<file path="src/rtl/shreg_seq_ctrl.sv">
// shreg_seq_ctrl: command sequencer for a 4-bit universal shift register.
// On i_start it captures a word and shift count, then parallel-loads the
// register. It then issues the requested number of left or right shifts and
// streams each outgoing bit on o_sout. Completion is flagged by o_done.
// Optional feature macro: SHREG_SEQ_CTRL_ROTATE_EN. When it is defined, a
// captured rotate request feeds the outgoing bit back in as the inserted bit.
module shreg_seq_ctrl #(
    parameter int unsigned WIDTH = 4,
    parameter int unsigned CNT_W = 3
) (
    input  logic             i_clk,
    input  logic             i_rst_n,
    input  logic             i_start,
    input  logic             i_dir,
    input  logic             i_fill,
    input  logic             i_rot,
    input  logic [WIDTH-1:0] i_par,
    input  logic [CNT_W-1:0] i_cnt,
    input  logic [WIDTH-1:0] i_Q,
    output logic [1:0]       o_sel,
    output logic [WIDTH-1:0] o_par,
    output logic             o_il,
    output logic             o_id,
    output logic             o_sout,
    output logic             o_sout_vld,
    output logic             o_busy,
    output logic             o_done
);

    typedef enum logic [1:0] {
        S_IDLE,
        S_LOAD,
        S_SHIFT,
        S_DONE
    } state_t;

    state_t           state;
    state_t           state_nx;
    logic [WIDTH-1:0] par_q;
    logic [CNT_W-1:0] cnt_q;
    logic             dir_q;
    logic             fill_q;
    logic             rot_q;
    logic             rot_en;

`ifdef SHREG_SEQ_CTRL_ROTATE_EN
    assign rot_en = rot_q;
`else
    logic unused_rot;
    assign rot_en     = 1'b0;
    assign unused_rot = rot_q;
`endif

    // State register.
    always_ff @(posedge i_clk or negedge i_rst_n) begin
        if (!i_rst_n) begin
            state <= S_IDLE;
        end else begin
            state <= state_nx;
        end
    end

    // Capture the command in IDLE; count down the remaining shifts in SHIFT.
    always_ff @(posedge i_clk or negedge i_rst_n) begin
        if (!i_rst_n) begin
            par_q  <= '0;
            cnt_q  <= '0;
            dir_q  <= 1'b0;
            fill_q <= 1'b0;
            rot_q  <= 1'b0;
        end else if (state == S_IDLE && i_start) begin
            par_q  <= i_par;
            cnt_q  <= i_cnt;
            dir_q  <= i_dir;
            fill_q <= i_fill;
            rot_q  <= i_rot;
        end else if (state == S_SHIFT) begin
            cnt_q  <= cnt_q - CNT_W'(1);
        end
    end

    // Next-state and Moore output decode from state and the captured command.
    always_comb begin
        state_nx   = state;
        o_sel      = 2'b00;
        o_par      = '0;
        o_il       = 1'b0;
        o_id       = 1'b0;
        o_sout     = 1'b0;
        o_sout_vld = 1'b0;
        o_busy     = 1'b0;
        o_done     = 1'b0;
        case (state)
            S_IDLE: begin
                if (i_start) begin
                    state_nx = S_LOAD;
                end
            end
            S_LOAD: begin
                o_sel    = 2'b01;
                o_par    = par_q;
                o_busy   = 1'b1;
                state_nx = (cnt_q != '0) ? S_SHIFT : S_DONE;
            end
            S_SHIFT: begin
                o_sel      = dir_q ? 2'b11 : 2'b10;
                o_busy     = 1'b1;
                o_sout_vld = 1'b1;
                o_sout     = dir_q ? i_Q[0] : i_Q[WIDTH-1];
                if (dir_q) begin
                    o_il = rot_en ? i_Q[0] : fill_q;
                end else begin
                    o_id = rot_en ? i_Q[WIDTH-1] : fill_q;
                end
                // cnt_q still holds the pre-decrement value here; the last
                // shift is the one that sees 1.
                if (cnt_q <= CNT_W'(1)) begin
                    state_nx = S_DONE;
                end
            end
            S_DONE: begin
                o_busy   = 1'b1;
                o_done   = 1'b1;
                state_nx = S_IDLE;
            end
            default: begin
                state_nx = S_IDLE;
            end
        endcase
    end

endmodule

</file>
<file path="config.mk">
export PLATFORM = sky130hd
export DESIGN_NAME = shreg_seq_ctrl
export DESIGN_NICKNAME = d
export VERILOG_FILES = /design/src/rtl/shreg_seq_ctrl.sv
export SDC_FILE = /design/constraint.sdc
export NUM_CORES = 1
export LEC_CHECK = 0
export ABC_AREA = 1
export CORE_MARGIN = 4
export CORE_UTILIZATION = 37
export DETAILED_ROUTE_END_ITERATION = 10
export HOLD_SLACK_MARGIN = 0.05
export PLACE_DENSITY = 0.73
export SYNTH_ARGS = -nofsm -noshare
export SYNTH_HDL_FRONTEND = slang
export SYNTH_SLANG_ARGS = --single-unit
</file>
<file path="constraint.sdc">
create_clock -name i_clk -period 1.24 [get_ports i_clk]
set_input_delay 0.31 -clock i_clk [delete_from_list [all_inputs] [get_ports i_clk]]
set_output_delay 0.31 -clock i_clk [all_outputs]
set_load 0.02 [all_outputs]
</file>
# Yosys cells after proc, flatten, opt, wreduce, memory -nomap -nowiden
# Cells that the tools add are included.
# classes
add_sub_neg	1
magnitude_cmp	1
mux	18
eq_ne	5
reduce_logical	6
# ops
op	n
1-bit 2-to-1 mux	11
2-bit one-hot mux with 4 select lines	1
3-bit 2-to-1 mux	2
2-bit == test (second input constant)	2
2-bit 2-to-1 mux	2
4-bit 2-to-1 mux	1
2-bit one-hot mux with 2 select lines	1
3-bit by 1-bit <= comparator with 1-bit output (second input constant)	1
3-bit nonzero test	1
3-bit OR reduction	1
3-bit by 1-bit subtractor with 3-bit output (second input constant)	1
2-bit by 1-bit == test with 1-bit output (second input constant)	1
2-bit logical NOT	1
2-bit by 1-bit != test with 1-bit output (second input constant)	1
2-bit != test (second input constant)	1
2-bit AND reduction	1
2-bit nonzero test	1
1-bit logical AND	1
# totals
word_cells	36
ff_bits	11
output_inout_bits	12
inputBits	17

# Logic depth before layout (Yosys ltp)
# logic_depth
ltp_word	3
depth_mapped	8
depth_no_buf	8

# Least setup slack after synthesis
# No wires, ideal clock.
# synth_path
path_kind	register to output
start	reg state[0]
end	out o_id
t_required_ns	0.930
slack_ns	-0.602
stages_incl_launch_ff	5
t_arrival_ns	1.532
n_path_buf	0
path_cell_list	dfrtp_1 > inv_1 > ha_1 > inv_1 > nor3_1
# synth_between
elab_chain_len	2
# synth_rtl
element	line_no	text
from (decl)	37	state_t state;
from (signal assigned)	59	state <= state_nx;
2-bit == test	93	case (state)
1-bit 2-to-1 mux	93	
to (decl)	23	output logic o_id,
# No other way between the ends.

# Final worst setup path
# layout_path
start	reg state[0]
end	out o_par[3]
# layout_between
elab_chain_len	2
# layout_rtl
element	line_no	text
2-bit by 1-bit == test with 1-bit output	93	
4-bit 2-to-1 mux	93	
to (decl)	21	output logic [WIDTH-1:0] o_par,
# No other way between the ends.

==> flow_summary_export.csv <==
group,metric,value,unit
clock_tree,root_buffer,"clkbuf_4",
route,dr.max_layer_used,"met4",
setup_path,critPathRequiredTime,0.93,ns
floorplan,die_w,51.9,microns
sta,worst_slew_pin_slew,0.383,ns
sta,max_slew_margin,74.4,%
placement,dpl.hpwl,1350,microns
grt,track_usage,16.9,%
route,wl_met1,860,microns
setup_path,cp-start-kind,"register",
logic_synthesis,syn_inst,83,
placement,gp_congestion,0.759,
grt,grt_pass1_vias,781,
route,wl_met2,1180,microns
setup_path,cp-end-kind,"primary output",
clock_tree,clockBufferDepth,2,
logic_synthesis,yosys.area.top_type,"dfrtp_1",
cells_and_area,drive_above_1_share,55.7,%
sta,fmax,612,MHz
route,drt_iter0_drc,5,
route,drtAntennaViolNets,0,
grt,grt_pass1_wl,3260,microns
run_status,violations,"negative setup slack",
pwr,peakVddDrop,1890,uV
logic_synthesis,synth_top_family_by_area,"simple AND/OR/NAND/NOR gates",
floorplan,rows,15,
pwr,p_comb_share,74.8,%
clock_tree,path_clk_slew,0.07,ns
pwr,intPower,0.00214,W
logic_synthesis,synth_fa_ha_area_share,14.0,%
setup_path,critical_path_class,"register to primary output",
route,drt-vias-per-instance,4.72,
route,met3_length,114,microns
run,maxCapViolCount,0,
route,wl_per_cell,14.2,microns
logic_synthesis,synth_xor_area_share,1.23,%
route,dr.pass1.iters,4,
logic_synthesis,synth_top_area_share,38.6,%
logic_synthesis,ys_seq_area_share,38.6,%
pwr,pwr-share-clk,6.6,%
logic_synthesis,synth_compound_area_share,5.26,%
logic_synthesis,synth_commonest_cells,"nand2_1 (19), inv_1 (15), dfrtp_1 (11), ha_1 (8), nor2_1 (7)",
placement,pre_cts_slack,-0.649,ns
route,drc,0,
logic_synthesis,yosys_warnings,0,
logic_synthesis,synth.avg_cell_area,8.59,sq um
sta,final.setup.worst_slack,-0.394,ns
sta,rsz0062_at_grt,"true",
logic_synthesis,ys_types,17,
pwr,swShare,43.2,%
clock_tree,cts_htree_levels,1,
logic_synthesis,synthMostInstantiatedCell,"nand2_1",
logic_synthesis,muxShareOfSynthArea,10.9,%
pwr,switching_power,0.00163,W
cells_and_area,stdcell_area,1390,sq um
min_path,min_path_type,"input port to async pin",
sta,period_minus_slack,1.63,ns
cells_and_area,antenna_cells,0,
clock_tree,cts_buffers,3,
logic_synthesis,synth_edf_count,0,
sta,finalHoldViolCount,0,
cells_and_area,final_nets,157,
placement,io_buffers,25,
floorplan,die_h,51.9,microns
clock_tree,worstSkewPairLatency,0.27,ns
pwr,p_seq_share,18.7,%
placement,place_area,1130,sq um
sta,maxSlewViolCount,0,
pwr,powerDensity,2710,nW/um^2
logic_synthesis,syn_area,713,sq um
run_status,outcome,"complete, but fails checks",
logic_synthesis,synthSimpleGateAreaFrac,19.5,%
logic_synthesis,synthTopCellsByArea,"dfrtp_1 (39%), ha_1 (14%), nand2_1 (10%), inv_1 (7.9%), mux2_4 (6.3%)",
floorplan,io_pins,29,
cells_and_area,syn_to_final_growth,94.9,%
clock_tree,cts.sink_count,11,
sta,post-route-period-util,132,%
cells_and_area,fill_cells,118,
route,vias,736,
floorplan,die-area,2690,sq um
sta,fin_skew,0.00293,ns
logic_synthesis,synth_flop_cell,"dfrtp_1",
sta,setup_viol,17,
logic_synthesis,syn_nets,108,
route,wirelength,2210,microns
setup_path,critical_path_arrival,1.32,ns
grt,antenna_found_initial,0,
clock_tree,tritoncts,"built",
logic_synthesis,ys_ff_latch,11,
setup_path,crit_path_max_fanout,4,
grt,grt_max_degree,12,
grt,grt_overflow,0,
logic_synthesis,async_flop_share,100,%
floorplan,start_util,40.0,%
floorplan,coreArea,1780,sq um
pwr,power_leakage,0.680,nW
==> layout by cell type, fill, tap and decap left out, types with 2 or more instances in the layout <==
cell type        Yosys  final
nand2_4              0      2
buf_4                1     12
a21oi_1              3      2
ha_4                 0      5
mux2_4               3      3
nand2_2              1      7
nor2_4               0      4
ha_1                 8      3
nor2_1               7      3
o211ai_1             2      2
mux2_2               2      2
inv_2                0      7
clkbuf_4             0      3
nand3_1              6      4
clkdlybuf4s50_1      0     12
dfrtp_1             11     10
buf_6                1     20
nand2_1             19     11
inv_1               15      7
==> flip-flops by register name, summed over array words and instances (netlist names) <==
name / flops
par_q: 4
cnt_q: 3
fill_q: 1
dir_q: 1
state: 2
==> routing by layer <==
layer  GRT usage (%)  vias up
met5               0        -
met4            8.30        0
met3            6.02        6
met2            30.3       24
li1                -      358
met1            17.1      348
==> cell families (layout without fill, tap and decap cells) <==
logic type / after synthesis / in the layout
xor+xnor: 1 / 1
simple gates: 34 / 35
flops: 11 / 11
buf+inv: 17 / 64
mux: 6 / 6
compound gates: 6 / 6
fa+ha+maj: 8 / 8
==> through the flow <==
step / hold slack [ns] / utilization [%] / std cells / power (W) / TNS, ns
floorplan: 0.0144 / - / 83 / 0.00194 / -0.533
global placement: 0.492 / 63.6 / 144 / 0.00268 / -8.45
detailed placement: 0.493 / 63.6 / 144 / 0.00272 / -9.02
CTS: 0.346 / 72.6 / 152 / 0.00344 / -4.07
global route: 0.343 / 78.0 / 156 / 0.00406 / -5.70
finish: 0.340 / 78.0 / 156 / 0.00377 / -4.39
==> power by group through the flow <==
stage               clock network, W  registers [W]  logic (W)
global route                0.000282       0.000731    0.00304
detailed placement                 0       0.000698    0.00202
CTS                         0.000255       0.000699    0.00249
floorplan                          0       0.000685    0.00125
global placement                   0       0.000689    0.00199
finish                      0.000247       0.000703    0.00282
==> final timing paths <==
path / depth (start not counted) / slack, ns / endpoint / from
setup / recovery: 6 / -0.39 / o_par[3] / state[0]
hold / removal: 2 / 0.34 / cnt_q[2] / i_rst_n
setup reg to reg: 9 / -0.14 / state[0] / state[0]
hold reg to reg: 1 / 0.51 / par_q[3] / par_q[3]
max in group asynchronous: 2 / 0.73 / dir_q / i_rst_n
min in group i_clk: 1 / 0.51 / par_q[3] / par_q[3]
==> critical path, cell delays in order (launching register included) <==
cell and delay (ns):
dfrtp_1 0.40, buf_4 0.15, ha_4 0.17, buf_6 0.12, nand2_1 0.04, inv_1 0.04
buf_6 0.12
==> repair_timing <==
action                                  4_1_cts  5_1_grt
pin swaps                                     5        5
setup buffers                                 5        4
hold buffers                                  0        0
endpoints found under the setup margin       23       23
gates cloned                                  0        1
resized for setup                            96       16
==> area by class of cell <==
| cell class | count | area (sq um) | share of cell area (%) |
|---|---|---|---|
| Clock buffer | 4 | 26.3 | 1.89 |
| Inverter | 15 | 58.8 | 4.23 |
| Multi-Input combinational cell | 56 | 549 | 39.5 |
| Sequential cell | 11 | 277 | 19.9 |
| Tap cell | 25 | 31.3 | 2.25 |
| Timing Repair Buffer | 45 | 448 | 32.2 |
No activity file was read; power rests on OpenSTA's default activity.
